[src/rtl/clk_ctrl_pkg.sv]
// Shared types and helpers for the clock divider controller.
package clk_ctrl_pkg;

  typedef enum logic [1:0] {
    IDLE = 2'd0,
    RUN  = 2'd1,
    STEP = 2'd2
  } ctrl_state_t;

  // Smallest ratio that still produces a low and a high phase.
  localparam int unsigned MIN_DIV = 2;

  // Requested ratios of 0 or 1 are meaningless; force them up to MIN_DIV.
  function automatic int unsigned clamp_div(input int unsigned d);
    return (d < MIN_DIV) ? MIN_DIV : d;
  endfunction

endpackage

[src/rtl/clock_divider_ctrl_period_counter.sv]
// Period counter: counts 0..N-1 and produces registered phase/tick that line up
// with the count value held in the same cycle.
module period_counter #(
  parameter int DIV_W = 8
) (
  input  logic             clkin,
  input  logic             reset,
  input  logic             clear,       // force count to 0 next cycle
  input  logic             enable,      // advance count (wraps after N-1)
  input  logic [DIV_W-1:0] div,         // N in force this cycle
  input  logic [DIV_W-1:0] div_nxt,     // N in force next cycle
  input  logic             active_nxt,  // counting next cycle
  output logic [DIV_W-1:0] cnt,
  output logic             last,        // cnt == N-1 this cycle
  output logic             phase_q,
  output logic             tick_q
);

  logic [DIV_W-1:0] cnt_q, cnt_d;
  logic             phase_d, tick_d;

  // Next count and the phase/tick decode of that next count.
  always_comb begin
    last    = (cnt_q == (div - DIV_W'(1)));
    cnt_d   = cnt_q;
    if (clear)       cnt_d = '0;
    else if (enable) cnt_d = last ? '0 : (cnt_q + DIV_W'(1));
    phase_d = active_nxt && (cnt_d >= (div_nxt >> 1));
    tick_d  = active_nxt && (cnt_d == (div_nxt - DIV_W'(1)));
  end

  // Count and decoded-output registers.
  always_ff @(posedge clkin or posedge reset) begin
    if (reset) begin
      cnt_q   <= '0;
      phase_q <= 1'b0;
      tick_q  <= 1'b0;
    end else begin
      cnt_q   <= cnt_d;
      phase_q <= phase_d;
      tick_q  <= tick_d;
    end
  end

  assign cnt = cnt_q;

endmodule

[src/rtl/clock_divider_ctrl.sv]
// Clock divider controller: IDLE/RUN/STEP sequencing, ratio update handshake
// applied only at period boundaries, and a completed-period counter.
module clock_divider_ctrl
  import clk_ctrl_pkg::*;
#(
  parameter int DIV_W       = 8,
  parameter int DEFAULT_DIV = 4,
  parameter int PCNT_W      = 16
) (
  input  logic              clkin,
  input  logic              reset,
  input  logic              run,
  input  logic              step,
  input  logic              cfg_valid,
  input  logic [DIV_W-1:0]  cfg_div,
  output logic              cfg_ready,
  output logic              clk_phase,
  output logic              tick,
  output logic              busy,
  output logic [DIV_W-1:0]  cur_div,
  output logic [PCNT_W-1:0] period_count
);

  ctrl_state_t       state_q, state_d;
  logic              pend_v_q, pend_v_d;
  logic [DIV_W-1:0]  pend_div_q, pend_div_d;
  logic [DIV_W-1:0]  cur_div_q, cur_div_d;
  logic [PCNT_W-1:0] period_count_q, period_count_d;
  logic              busy_q, busy_d;

  logic              cnt_last, boundary, cfg_hs, cnt_clear, cnt_en;
  logic [DIV_W-1:0]  cnt;

  period_counter #(.DIV_W(DIV_W)) u_cnt (
    .clkin      (clkin),
    .reset      (reset),
    .clear      (cnt_clear),
    .enable     (cnt_en),
    .div        (cur_div_q),
    .div_nxt    (cur_div_d),
    .active_nxt (busy_d),
    .cnt        (cnt),
    .last       (cnt_last),
    .phase_q    (clk_phase),
    .tick_q     (tick)
  );

  // FSM next state, ratio pipeline and period accounting.
  always_comb begin
    state_d        = state_q;
    pend_v_d       = pend_v_q;
    pend_div_d     = pend_div_q;
    cur_div_d      = cur_div_q;
    period_count_d = period_count_q;
    boundary       = (state_q != IDLE) && cnt_last;
    cfg_hs         = cfg_valid && !pend_v_q;

    unique case (state_q)
      IDLE: begin
        if (run)       state_d = RUN;
        else if (step) state_d = STEP;
      end
      RUN: begin
        if (boundary && !run) state_d = IDLE;
      end
      STEP: begin
        if (boundary) state_d = IDLE;
      end
      default: state_d = IDLE;
    endcase

    if (boundary) period_count_d = period_count_q + PCNT_W'(1);

    // A pending ratio takes effect between periods so no period is ever split.
    if (pend_v_q && ((state_q == IDLE) || boundary)) begin
      cur_div_d = pend_div_q;
      pend_v_d  = 1'b0;
    end
    // Capture only when nothing is pending, so the two branches never overlap.
    if (cfg_hs) begin
      pend_div_d = DIV_W'(clamp_div(32'(cfg_div)));
      pend_v_d   = 1'b1;
    end

    busy_d    = (state_d != IDLE);
    cnt_en    = (state_q != IDLE);
    cnt_clear = (state_q == IDLE) || (state_d == IDLE);
  end

  // Control and configuration registers.
  always_ff @(posedge clkin or posedge reset) begin
    if (reset) begin
      state_q        <= IDLE;
      pend_v_q       <= 1'b0;
      pend_div_q     <= DIV_W'(DEFAULT_DIV);
      cur_div_q      <= DIV_W'(DEFAULT_DIV);
      period_count_q <= '0;
      busy_q         <= 1'b0;
    end else begin
      state_q        <= state_d;
      pend_v_q       <= pend_v_d;
      pend_div_q     <= pend_div_d;
      cur_div_q      <= cur_div_d;
      period_count_q <= period_count_d;
      busy_q         <= busy_d;
    end
  end

  assign cfg_ready    = !pend_v_q;
  assign busy         = busy_q;
  assign cur_div      = cur_div_q;
  assign period_count = period_count_q;

endmodule

[config.mk]
export PLATFORM = sky130hd
export DESIGN_NAME = clock_divider_ctrl
export DESIGN_NICKNAME = d
export VERILOG_FILES = /design/src/rtl/clk_ctrl_pkg.sv /design/src/rtl/clock_divider_ctrl_period_counter.sv /design/src/rtl/clock_divider_ctrl.sv
export SDC_FILE = /design/constraint.sdc
export NUM_CORES = 1
export LEC_CHECK = 0
export ABC_AREA = 1
export CAP_MARGIN = 40
export CORE_MARGIN = 1
export CORE_UTILIZATION = 50
export CTS_CLUSTER_SIZE = 25
export DETAILED_ROUTE_END_ITERATION = 16
export GPL_TIMING_DRIVEN = 0
export PLACE_DENSITY = 0.79
export SYNTH_ARGS = -nofsm -noshare
export SYNTH_HDL_FRONTEND = slang
export SYNTH_SLANG_ARGS = --single-unit
[constraint.sdc]
create_clock -name clkin -period 3.2 [get_ports clkin]
set_input_delay 0.32 -clock clkin [delete_from_list [all_inputs] [get_ports clkin]]
set_output_delay 0.32 -clock clkin [all_outputs]
set_load 0.05 [all_outputs]
== Yosys cells after proc, flatten, opt, wreduce, memory -nomap -nowiden ==
Cells that the tools add are included.

* Input bits: 13
* Bits in registers: 46
* Logic and storage cells: 46

* $lt $le $gt $ge: 2
* Mux-type cells: 12
* Equal/unequal tests: 4
* Add/sub/neg operators: 4
* Reduce and logical (&&, ||, !) cells: 15

{| class="wikitable"
|+ Operators by type and width
! kind !! number
|-
| 8-bit 2-to-1 mux || 5
|-
| 16-bit by 1-bit adder with 16-bit output, second input constant || 1
|-
| 8-bit equality test || 2
|-
| 8-bit by 1-bit subtractor with 8-bit output, second input constant || 2
|-
| 8-bit by 1-bit adder with 8-bit output, second input constant || 1
|-
| 8-bit by 7-bit >= comparator with 1-bit output || 1
|-
| 8-bit by 2-bit less-than comparator with 1-bit output, second input constant || 1
|-
| 2-bit 2-to-1 mux || 4
|-
| 1-bit logical AND || 6
|-
| 2-bit case mux with 3 select lines || 1
|-
| 2-bit nonzero test || 3
|-
| 2-bit zero test || 2
|-
| 2-bit by 1-bit equality test with 1-bit output, second input constant || 1
|-
| 2-bit equality test, second input constant || 1
|-
| 1-bit zero test || 2
|-
| 1-bit logical OR || 2
|-
| 1-bit 2-to-1 mux || 2
|}

== Logic depth before layout (Yosys ltp) ==
Gate-level depths: netlist (run 1).

* Word-level depth: 11
* Gate-level depth with buffers: 28
* Depth with buffers taken out: 28

== Cells and area by module ==
From an unflattened synthesis (run 1), not the netlist that was laid out.

* Cell total of the unflattened synthesis: 410
* Area, all modules: 2959.1 um2

{| class="wikitable"
|+ By module, submodules not included
! module !! times used !! cells each !! area each (um2)
|-
| clock_divider_ctrl || 1 || 203 || 1729.2
|-
| period_counter || 1 || 207 || 1229.9
|}

== Worst setup path before layout (run 1) ==
Ideal clock, no wire load.

* Path type: register -> register
* From: register cur_div_q[0], in the netlist cur_div[0]
* To: register u_cnt.phase_q
* Cell stages (with the launch flop): 26
* Arrival: 3.307 ns
* Slack: -0.235 ns
* Path buffers: 1
* Library setup time: 0.128 ns
* Cells stage by stage: dfrtp_1 -> inv_1 -> ha_1 -> inv_1 -> nand2_1 -> nand2_1 -> nor2_1 -> nand2_1 -> nor2_1 -> nand2_1 -> nor2_2 -> nand2_4 -> nand2_8 -> nand2_8 -> buf_6 -> o21ai_2 -> ha_1 -> inv_1 -> a21boi_0 -> o21a_1 -> o21ai_0 -> nand2_1 -> a21oi_1 -> o21bai_1 -> a21oi_1 -> o22ai_1

{| class="wikitable"
|+ RTL lines
! what !! line !! RTL
|-
| start: declaration || clock_divider_ctrl.sv:27 || <nowiki>logic [DIV_W-1:0] cur_div_q, cur_div_d;</nowiki>
|-
| start signal: assignment || clock_divider_ctrl.sv:96 || <nowiki>cur_div_q <= DIV_W'(DEFAULT_DIV);</nowiki>
|-
| start signal: assignment || clock_divider_ctrl.sv:103 || <nowiki>cur_div_q <= cur_div_d;</nowiki>
|-
| 8-bit by 1-bit subtractor with 8-bit output || clock_divider_ctrl_period_counter.sv:24 || <nowiki>last = (cnt_q == (div - DIV_W'(1)));</nowiki>
|-
| 8-bit equality test || clock_divider_ctrl_period_counter.sv:24 ||
|-
| 1-bit logical AND || clock_divider_ctrl.sv:55 || <nowiki>boundary = (state_q != IDLE) && cnt_last;</nowiki>
|-
| 1-bit logical OR || clock_divider_ctrl.sv:75 || <nowiki>if (pend_v_q && ((state_q == IDLE) || boundary)) begin</nowiki>
|-
| 1-bit logical AND || clock_divider_ctrl.sv:75 ||
|-
| 8-bit 2-to-1 mux || clock_divider_ctrl.sv:75 ||
|-
| net cur_div_d[1] || clock_divider_ctrl.sv:27 ||
|-
| 8-bit by 7-bit >= comparator with 1-bit output || clock_divider_ctrl_period_counter.sv:28 || <nowiki>phase_d = active_nxt && (cnt_d >= (div_nxt >> 1));</nowiki>
|-
| 1-bit logical AND || clock_divider_ctrl_period_counter.sv:28 ||
|-
| net u_cnt.phase_d || clock_divider_ctrl_period_counter.sv:20 || <nowiki>logic phase_d, tick_d;</nowiki>
|-
| end signal: assignment || clock_divider_ctrl_period_counter.sv:40 || <nowiki>phase_q <= phase_d;</nowiki>
|-
| end: declaration || clock_divider_ctrl_period_counter.sv:15 || <nowiki>output logic phase_q,</nowiki>
|}

The timed path passes the listed nets, and every way through them passes these cells.
A chain may end at the register's enable or synchronous reset.

== Final worst setup path (run 1) ==
* From: register cur_div_q[0], in the netlist cur_div[0]
* To: register u_cnt.phase_q

* Word-level cells in the longest chain between the ends: 11

{| class="wikitable"
|+ Ends and longest elaborated chain
! what !! line !! RTL
|-
| 8-bit by 1-bit subtractor with 8-bit output (*) || clock_divider_ctrl_period_counter.sv:24 ||
|-
| 8-bit equality test (*) || clock_divider_ctrl_period_counter.sv:24 ||
|-
| 1-bit logical AND || clock_divider_ctrl.sv:55 ||
|-
| 1-bit logical AND || clock_divider_ctrl.sv:64 || <nowiki>if (boundary && !run) state_d = IDLE;</nowiki>
|-
| 2-bit 2-to-1 mux || clock_divider_ctrl.sv:64 ||
|-
| 2-bit case mux with 3 select lines || clock_divider_ctrl.sv:58 || <nowiki>unique case (state_q)</nowiki>
|-
| 2-bit zero test || clock_divider_ctrl.sv:87 || <nowiki>cnt_clear = (state_q == IDLE) || (state_d == IDLE);</nowiki>
|-
| 1-bit logical OR || clock_divider_ctrl.sv:87 ||
|-
| 8-bit 2-to-1 mux || clock_divider_ctrl_period_counter.sv:26 || <nowiki>if (clear) cnt_d = '0;</nowiki>
|-
| 8-bit by 7-bit >= comparator with 1-bit output || clock_divider_ctrl_period_counter.sv:28 ||
|-
| 1-bit logical AND (*) || clock_divider_ctrl_period_counter.sv:28 ||
|-
| net u_cnt.phase_d || clock_divider_ctrl_period_counter.sv:20 ||
|}

Mark *: on every way through the listed nets, which the timed path passes. The rest lies on a longest branch.

==> results of run 1 <==
==> area by class of cell <==
class / count / area share [%]
sequential: 46 / 30.7
timing repair buffer: 61 / 15.4
multi-input combinational: 270 / 41.2
buffer: 4 / 1.06
clock buffer: 6 / 1.93
clock inverter: 2 / 0.366
inverter: 69 / 6.95
tap: 72 / 2.39
==> per-layer routing <==
| layer | share of wire [%] | vias up |
|---|---|---|
| met3 | 4.2 | 9 |
| met4 | 1.6 | 0 |
| met2 | 50 | 67 |
| met5 | 0 | - |
| li1 | - | 1353 |
| met1 | 45 | 1251 |
==> path summary, 6_finish.rpt <==
kind                            cells past startpoint       endpoint  slack, ns          start
max in group asynchronous                           3  pend_div_q[2]       2.28          reset
min in group clkin                                  2  pend_div_q[5]       0.49  pend_div_q[5]
worst max-delay path                               24  u_cnt.phase_q      -0.05     cur_div[0]
worst min register to register                      2  pend_div_q[5]       0.49  pend_div_q[5]
worst max register to register                     24  u_cnt.phase_q      -0.05     cur_div[0]
worst min-delay path                                2   u_cnt.cnt[4]       0.34          reset
==> metrics by stage <==
stage          setup slack [ns]  power, mW  TNS, ns  utilization [%]  hold slack (ns)
2_1_floorplan            0.0154       2.42        0                -            0.437
3_3_place_gp             -0.155       2.82   -0.155             61.9            0.457
3_5_place_dp             -0.228       2.89   -0.228             62.2            0.467
4_1_cts                  0.0112       3.35        0             65.5            0.356
5_1_grt                  -0.244       3.85   -0.245             68.0            0.385
6_report                -0.0535       3.54  -0.0535             68.0            0.342
==> repair_timing <==
| item | CTS | global route |
|---|---|---|
| resized for setup | 7 | 16 |
| pin swaps | 3 | 13 |
| hold endpoints to repair | 0 | 0 |
| buffers inserted | 10 | 10 |
| endpoints found under the setup margin | 1 | 2 |
==> registers in the layout, summed over array words and instances, names as in the netlist <==
register	flops
busy	1
u_cnt.phase_q	1
state_q	2
u_cnt.cnt	8
period_count	16
u_cnt.tick_q	1
pend_v_q	1
pend_div_q	8
cur_div	8
==> cell families (layout without fill, tap and decap cells) <==
group	after synthesis	in the layout	synth area share (%)
buffers and inverters	73	142	9.98
and+or+nand+nor	212	212	33.8
adders and majority gates	11	11	4.73
xor gates and xnor gates	20	20	6.02
AOI/OAI and AO/OA	27	27	5.81
DFF	46	46	39.7
==> where the power goes <==
group	switching, mW	total [mW]	internal, mW	leakage [nW]
sequential	0.159	0.914	0.755	0.579
combinational	1.39	2.26	0.879	1.33
clock	0.203	0.357	0.155	0.0452
total	1.75	3.54	1.79	1.95
==> placed cells by master (no fill, tap or decap), drive strengths merged, types with 7 or more instances in the layout <==
cell type | synthesis | layout
a21oi | 7 | 7
buf | 3 | 24
clkbuf | 1 | 7
clkdlybuf4s50 | 0 | 40
dfrtp | 44 | 44
ha | 11 | 11
inv | 67 | 67
nand2 | 113 | 113
nand3 | 41 | 41
nor2 | 41 | 41
nor3 | 7 | 7
o21ai | 15 | 15
xor2 | 15 | 15
==> Flow_metrics.wiki, run 1 <==
{| class="wikitable"
! Metric !! Value
|-
| Result of the run || finished with violations
|-
| Violations in the final reports || negative setup slack
|-
| Number of nets with antenna violations after detailed routing || 0
|-
| Areal power density over the cells || 939 nW/um2
|-
| Critical path required time || 3.38 ns
|-
| Starting DRT DRC Count || 180
|-
| Peak per-stage delay on the critical path || 0.43 ns
|-
| Sum of overflow across all layers after global routing || 0
|-
| Post-synth EDFFs || 0
|-
| Count of vias placed by the detailed router || 2680
|-
| Root buffer cell || sky130_fd_sc_hd__clkbuf_8
|-
| Post-route DRC violation count || 0
|-
| Syn nets || 413
|-
| CTS max path bufs || 2
|-
| Netlist Area Pre-Place || 2910 um2
|-
| Min-Delay Path Class || in2async
|-
| Number of instances in the synthesized netlist || 389
|-
| Floorplan die height || 78.3 um
|-
| Die area || 6130 um2
|-
| Synthesis-stage register bit count || 46
|-
| Hold buffers post-CTS || 0
|-
| Slew Limit Headroom || 66.0%
|-
| Antenna cells || 0
|-
| Wire length per cell after detailed routing || 12.5 um
|-
| Detail Placement HPWL || 4.86 mm
|-
| Final-report max-slew violation count || 0
|-
| Synthesis Warnings || 0
|-
| Cell accounting for the most synthesized area || sky130_fd_sc_hd__dfrtp_1
|-
| Most common cell in the synthesized netlist || sky130_fd_sc_hd__nand2_1
|-
| Number of clock sinks || 46
|-
| Latest clock arrival within the worst-skew pair || 0.30 ns
|-
| Cells taking the most area after synthesis || sky130_fd_sc_hd__dfrtp_1, sky130_fd_sc_hd__nand2_1, sky130_fd_sc_hd__inv_1, sky130_fd_sc_hd__nand3_1, sky130_fd_sc_hd__ha_1
|-
| Worst path cell trace || inv_4, ha_4, inv_2, nor2_4, buf_4, nand2_1, nand3_1, nand2_1, nor2_2, nand2_4, nand2_8, nand2_8, buf_12, nand2_2, nand2_2, ha_1, a21boi_1, o21a_1, o21ai_1, nand2_1, a21oi_2, o21bai_1, a21oi_1, o22ai_1
|-
| Area used by multi-input combinational logic || 1550 um2
|-
| DP Cell Count || 502
|-
| TritonCTS clock tree || yes
|-
| Worst Path Class, Setup || reg2reg
|-
| Die width || 78.3 um
|-
| Endpoint arrival time on the critical path || 3.43 ns
|-
| Antenna violations before repair || 0
|-
| Setup Viol. Count Final || 1
|-
| Hold Vio Cnt, Final || 0
|-
| Asr flop ratio synth || 100%
|-
| Maximum VDD drop || 0.491 mV
|-
| Total of max-cap violations || 0
|-
| Fraction of final layout cells sized beyond drive strength 1 || 16.6%
|-
| Via count of the first global-routing pass || 2537
|-
| Register area share after synthesis || 39.7%
|-
| Fraction of the cycle the final worst path needs || 102%
|-
| Leading post-synthesis cells by instance count || sky130_fd_sc_hd__nand2_1, sky130_fd_sc_hd__inv_1, sky130_fd_sc_hd__dfrtp_1
|-
| Slowest cell on the critical path || sky130_fd_sc_hd__dfrtp_2
|-
| Top-area cell type share of the netlist area || 37.8%
|-
| Maximum clock frequency || 307 MHz
|-
| Register area || 1160 um2
|-
| Unrepaired setup endpoints after global routing || true
|-
| Num ports || 41
|-
| All-layer global routing usage || 23.4%
|-
| Total cell area at the placement stage || 3450 um2
|-
| Clock transition at path regs || 0.10 ns
|-
| First-pass iteration count of the detailed router || 5
|-
| Final WS setup || -0.0535 ns
|-
| Largest fanout on the critical path || 8
|-
| Met1 capacity usage during global routing || 30.3%
|-
| Placer congestion estimate || 0.855
|-
| Filler cell count || 460
|-
| Startpoint types || flop
|-
| Area of the core || 5540 um2
|-
| Met3 capacity usage during global routing || 3.60%
|-
| Clock buffer count from CTS || 5
|-
| Top Family by Delay on Critical Path || simple AND/OR/NAND/NOR gates
|-
| Actual slew at the worst max-slew pin || 0.509 ns
|-
| Post-layout nets || 481
|-
| Number of distinct library cell variants in the gate-level netlist after synthesis || 38
|-
| Mean cell area of the mapped netlist || 7.48 um2
|-
| Crit path buf inv count || 4
|-
| Detailed-route wire length || 6.62 mm
|-
| Clock period minus final worst setup slack || 3.25 ns
|-
| Leading register cell type out of synthesis || sky130_fd_sc_hd__dfrtp_1
|-
| Critical path capture point type || flop
|-
| Port bufs || 40
|-
| Relative area change from synthesis to final layout || 29.4%
|-
| Initial standard-cell utilization of the core || 52.5%
|-
| # rows || 27
|-
| Leakage power || 1.95 nW
|-
| Cell type with the highest occurrence count on the critical path || sky130_fd_sc_hd__nand2_1
|-
| Area of all placed cells without fillers || 3760 um2
|-
| Met2 track demand over resource in global routing || 39.8%
|-
| Maximum number of pins on one net before global-route repair || 28
|-
| Layer with the highest usage || met2
|-
| First-pass GRT wire length || 11.2 mm
|-
| Post-route non-filler standard cell count || 530
|-
| H-tree Lvls || 2
|-
| Mean number of vias per cell || 5.06
|-
| Skew final || 0.0114 ns
|}
Power figures use the tool's default switching activity.
==> inputs of run 2 (changes only) <==
Settings changed: ABC_AREA 1 to unset, CORE_UTILIZATION 50 to 49, PLACE_DENSITY 0.79 to 0.78.
==> run 2 against run 1 <==
Compared with the run above: core utilization rose by 0.54 points; non-clock buffer count increased by 2; final area decreased by 0.43%; sequential share of layout area is 0.23 points higher; the run still ends with negative setup slack left; via count decreased by 12%; area after synthesis decreased by 4.8%; sequential power grew 9.1%; power up 17%; largest cell class unchanged; cell count shrank 21%; fmax fell by 11%; die area is 2.8% lower.
==> Flow_metrics.wiki, run 2 <==
{| class="wikitable"
! Metric !! Value
|-
| Die width || 77.2 um
|-
| Unrepaired setup endpoints after global routing || true
|-
| Startpoint types || flop
|-
| Leakage power || 1.65 nW
|-
| Skew final || 0.00762 ns
|-
| Root buffer cell || sky130_fd_sc_hd__clkbuf_8
|-
| Largest fanout on the critical path || 8
|-
| Peak per-stage delay on the critical path || 0.64 ns
|-
| Initial standard-cell utilization of the core || 50.6%
|-
| TritonCTS clock tree || yes
|-
| Asr flop ratio synth || 100%
|-
| Maximum clock frequency || 274 MHz
|-
| Setup Slack @ Placement || -0.857 ns
|-
| Compound-cell area share of the yosys netlist || 11.7%
|-
| Most common cell in the synthesized netlist || sky130_fd_sc_hd__dfrtp_1
|-
| Filler cell count || 423
|-
| Floorplan die height || 77.2 um
|-
| Post-synth EDFFs || 0
|-
| Layer with the highest usage || met2
|-
| Final-report max-slew violation count || 0
|-
| Final WS setup || -0.447 ns
|-
| Hold Vio Cnt, Final || 0
|-
| Relative area change from synthesis to final layout || 35.3%
|-
| Mean cell area of the mapped netlist || 9.86 um2
|-
| Synthesis-stage register bit count || 46
|-
| Number of clock sinks || 46
|-
| Critical path required time || 3.37 ns
|-
| Latest clock arrival within the worst-skew pair || 0.31 ns
|-
| First-pass iteration count of the detailed router || 4
|-
| Area of the core || 5470 um2
|-
| Total cell area at the placement stage || 3310 um2
|-
| Antenna cells || 0
|-
| Mean number of vias per cell || 5.63
|-
| Logic depth of the worst setup path including buffers || 19
|-
| Syn nets || 305
|-
| Leading post-synthesis cells by instance count || sky130_fd_sc_hd__dfrtp_1, sky130_fd_sc_hd__nor2_1, sky130_fd_sc_hd__xnor2_1
|-
| Hold Worst Slack || 0.218 ns
|-
| CTS max path bufs || 2
|-
| H-tree Lvls || 2
|-
| Number of instances in the synthesized netlist || 281
|-
| Areal power density over the cells || 1100 nW/um2
|-
| Num ports || 41
|-
| # rows || 27
|-
| Commonest cells after routing, fill and taps aside || sky130_fd_sc_hd__clkdlybuf4s50_1, sky130_fd_sc_hd__dfrtp_1, sky130_fd_sc_hd__nor2_1
|-
| Port bufs || 40
|-
| Sum of overflow across all layers after global routing || 0
|-
| Main combinational cell family by area after synthesis || simple AND/OR/NAND/NOR gates
|-
| Antenna violations before repair || 0
|-
| Hold buffers post-CTS || 0
|-
| Largest register FFs || 16
|-
| Register area share after synthesis || 41.6%
|-
| Endpoint arrival time on the critical path || 3.82 ns
|-
| Post-route DRC violation count || 0
|-
| Fraction of final layout cells sized beyond drive strength 1 || 23.9%
|-
| Post-layout nets || 371
|-
| Actual slew at the worst max-slew pin || 0.627 ns
|-
| Result of the run || finished with violations
|-
| Cells taking the most area after synthesis || sky130_fd_sc_hd__dfrtp_1, sky130_fd_sc_hd__xnor2_1, sky130_fd_sc_hd__ha_1, sky130_fd_sc_hd__xor2_1, sky130_fd_sc_hd__nor2_1
|-
| Most frequent standard cell in the layout excluding fill and tap cells || sky130_fd_sc_hd__clkdlybuf4s50_1
|-
| Area of all placed cells without fillers || 3750 um2
|-
| Met3 capacity usage during global routing || 4.76%
|-
| Top Family by Delay on Critical Path || compound AO/OA/AOI/OAI gates
|-
| Starting DRT DRC Count || 171
|-
| Total of max-cap violations || 0
|-
| Fraction of the cycle the final worst path needs || 114%
|-
| Clock period minus final worst setup slack || 3.65 ns
|-
| Met2 track demand over resource in global routing || 39.2%
|-
| Netlist Area Pre-Place || 2770 um2
|-
| Detailed-route wire length || 6.84 mm
|-
| Worst Reg-to-Reg Cells || 19
|-
| Detail Placement HPWL || 4.58 mm
|-
| Placer congestion estimate || 0.834
|-
| Min-Delay Path Class || in2async
|-
| Post-synthesis mux area share || 7.23%
|-
| All-layer global routing usage || 23.8%
|-
| Die area || 5960 um2
|-
| Basic-gate share of the synthesized area counting and, or, nand and nor cells || 17.2%
|-
| Slew Limit Headroom || 57.9%
|-
| Number of distinct library cell variants in the gate-level netlist after synthesis || 54
|-
| Crit path buf inv count || 3
|-
| First-pass GRT wire length || 11.0 mm
|-
| Clock buffer count from CTS || 5
|-
| Leading register cell type out of synthesis || sky130_fd_sc_hd__dfrtp_1
|-
| Worst Path Class, Setup || reg2reg
|-
| Count of vias placed by the detailed router || 2363
|-
| Number of nets with antenna violations after detailed routing || 0
|-
| Setup Viol. Count Final || 2
|-
| Violations in the final reports || negative setup slack
|-
| Wire length per cell after detailed routing || 16.3 um
|-
| Maximum VDD drop || 0.645 mV
|-
| Cell accounting for the most synthesized area || sky130_fd_sc_hd__dfrtp_1
|-
| Maximum number of pins on one net before global-route repair || 40
|-
| Slowest cell on the critical path || sky130_fd_sc_hd__dfstp_2
|-
| Clock transition at path regs || 0.09 ns
|-
| Top-area cell type share of the netlist area || 39.7%
|-
| Fraction of synthesized cell area in xor and xnor cells || 13.4%
|-
| Adder-cell area share of the yosys netlist || 4.97%
|-
| Synthesis Warnings || 0
|-
| Critical path capture point type || flop
|-
| Met1 capacity usage during global routing || 30.4%
|-
| Worst path cell trace || nor4_4, buf_4, and2_1, a311oi_2, a211oi_4, o21ai_4, buf_6, mux2i_4, inv_2, ha_4, nand2b_4, a21o_1, a21o_1, a21oi_2, nor2b_1, o21ai_1, nand2b_1, a21oi_2, o22ai_1
|-
| Via count of the first global-routing pass || 2291
|}
[run 2: worst reg2reg max path: stages, from the launching register on]
cell,delay (ns)
sky130_fd_sc_hd__dfstp_2,0.64
sky130_fd_sc_hd__nor4_4,0.07
sky130_fd_sc_hd__buf_4,0.16
sky130_fd_sc_hd__and2_1,0.16
sky130_fd_sc_hd__a311oi_2,0.37
sky130_fd_sc_hd__a211oi_4,0.15
sky130_fd_sc_hd__o21ai_4,0.20
sky130_fd_sc_hd__buf_6,0.15
sky130_fd_sc_hd__mux2i_4,0.23
sky130_fd_sc_hd__inv_2,0.08
sky130_fd_sc_hd__ha_4,0.21
sky130_fd_sc_hd__nand2b_4,0.13
sky130_fd_sc_hd__a21o_1,0.15
sky130_fd_sc_hd__a21o_1,0.19
sky130_fd_sc_hd__a21oi_2,0.16
sky130_fd_sc_hd__nor2b_1,0.06
sky130_fd_sc_hd__o21ai_1,0.12
sky130_fd_sc_hd__nand2b_1,0.08
sky130_fd_sc_hd__a21oi_2,0.15
sky130_fd_sc_hd__o22ai_1,0.08
[run 2: timing repair]
| item | 4_1_cts | 5_1_grt |
|---|---|---|
| pin swaps | 9 | 12 |
| buffers inserted | 13 | 6 |
| endpoints found under the setup margin | 2 | 4 |
| gates resized for setup | 19 | 20 |
[run 2: worst paths after layout]
kind / startpoint / endpoint / slack [ns]
worst max-delay path: cur_div[2] / u_cnt.phase_q / -0.45
min in group clkin: period_count[15] / period_count[15] / 0.47
max in group asynchronous: reset / pend_div_q[2] / 2.47
worst min-delay path: reset / period_count[13] / 0.22
worst min register to register: period_count[15] / period_count[15] / 0.47
worst max register to register: cur_div[2] / u_cnt.phase_q / -0.45
[run 2: layer usage]
layer,share of wire [%],routed length (um),vias to the layer above
li1,-,-,1105
met3,4.5,308,17
met5,0,0,-
met2,49,3370,67
met4,2.9,201,0
met1,43,2950,1174
[run 2: logic make-up (layout without fill, tap and decap cells)]
family                     Yosys count  after routing
and+or+nand+nor                     97             97
DFF                                 46             46
AOI/OAI and AO/OA                   43             43
xor gates and xnor gates            40             40
buffers and inverters               26             93
muxes                               18             18
adders and majority gates           11             11
[run 2: power by group]
group          switching [mW]  internal (mW)  leakage, nW
combinational            1.51           1.26         1.03
clock                   0.193          0.174       0.0482
sequential              0.224          0.773        0.579
[run 2: area by class of cell]
class                      instances  area (um2)  area share, %
sequential                        46        1160           30.9
multi-input combinational        209        1720           45.8
inverter                          18        70.1           1.87
tap                               72        90.1           2.40
buffer                             7        52.6           1.40
clock buffer                       7        86.3           2.30
clock inverter                     1        5.00          0.134
timing repair buffer              60         567           15.1
[run 2: stage by stage]
stage | power (mW) | util [%] | setup TNS (ns) | cells
finish | 4.13 | 68.5 | -0.865 | 420
global route | 4.40 | 68.5 | -1.16 | 420
CTS | 3.76 | 65.5 | -0.650 | 415
detailed placement | 3.11 | 60.5 | -1.40 | 394
global placement | 3.04 | 60.2 | -1.39 | 393
floorplan | 2.58 | - | -0.944 | 281
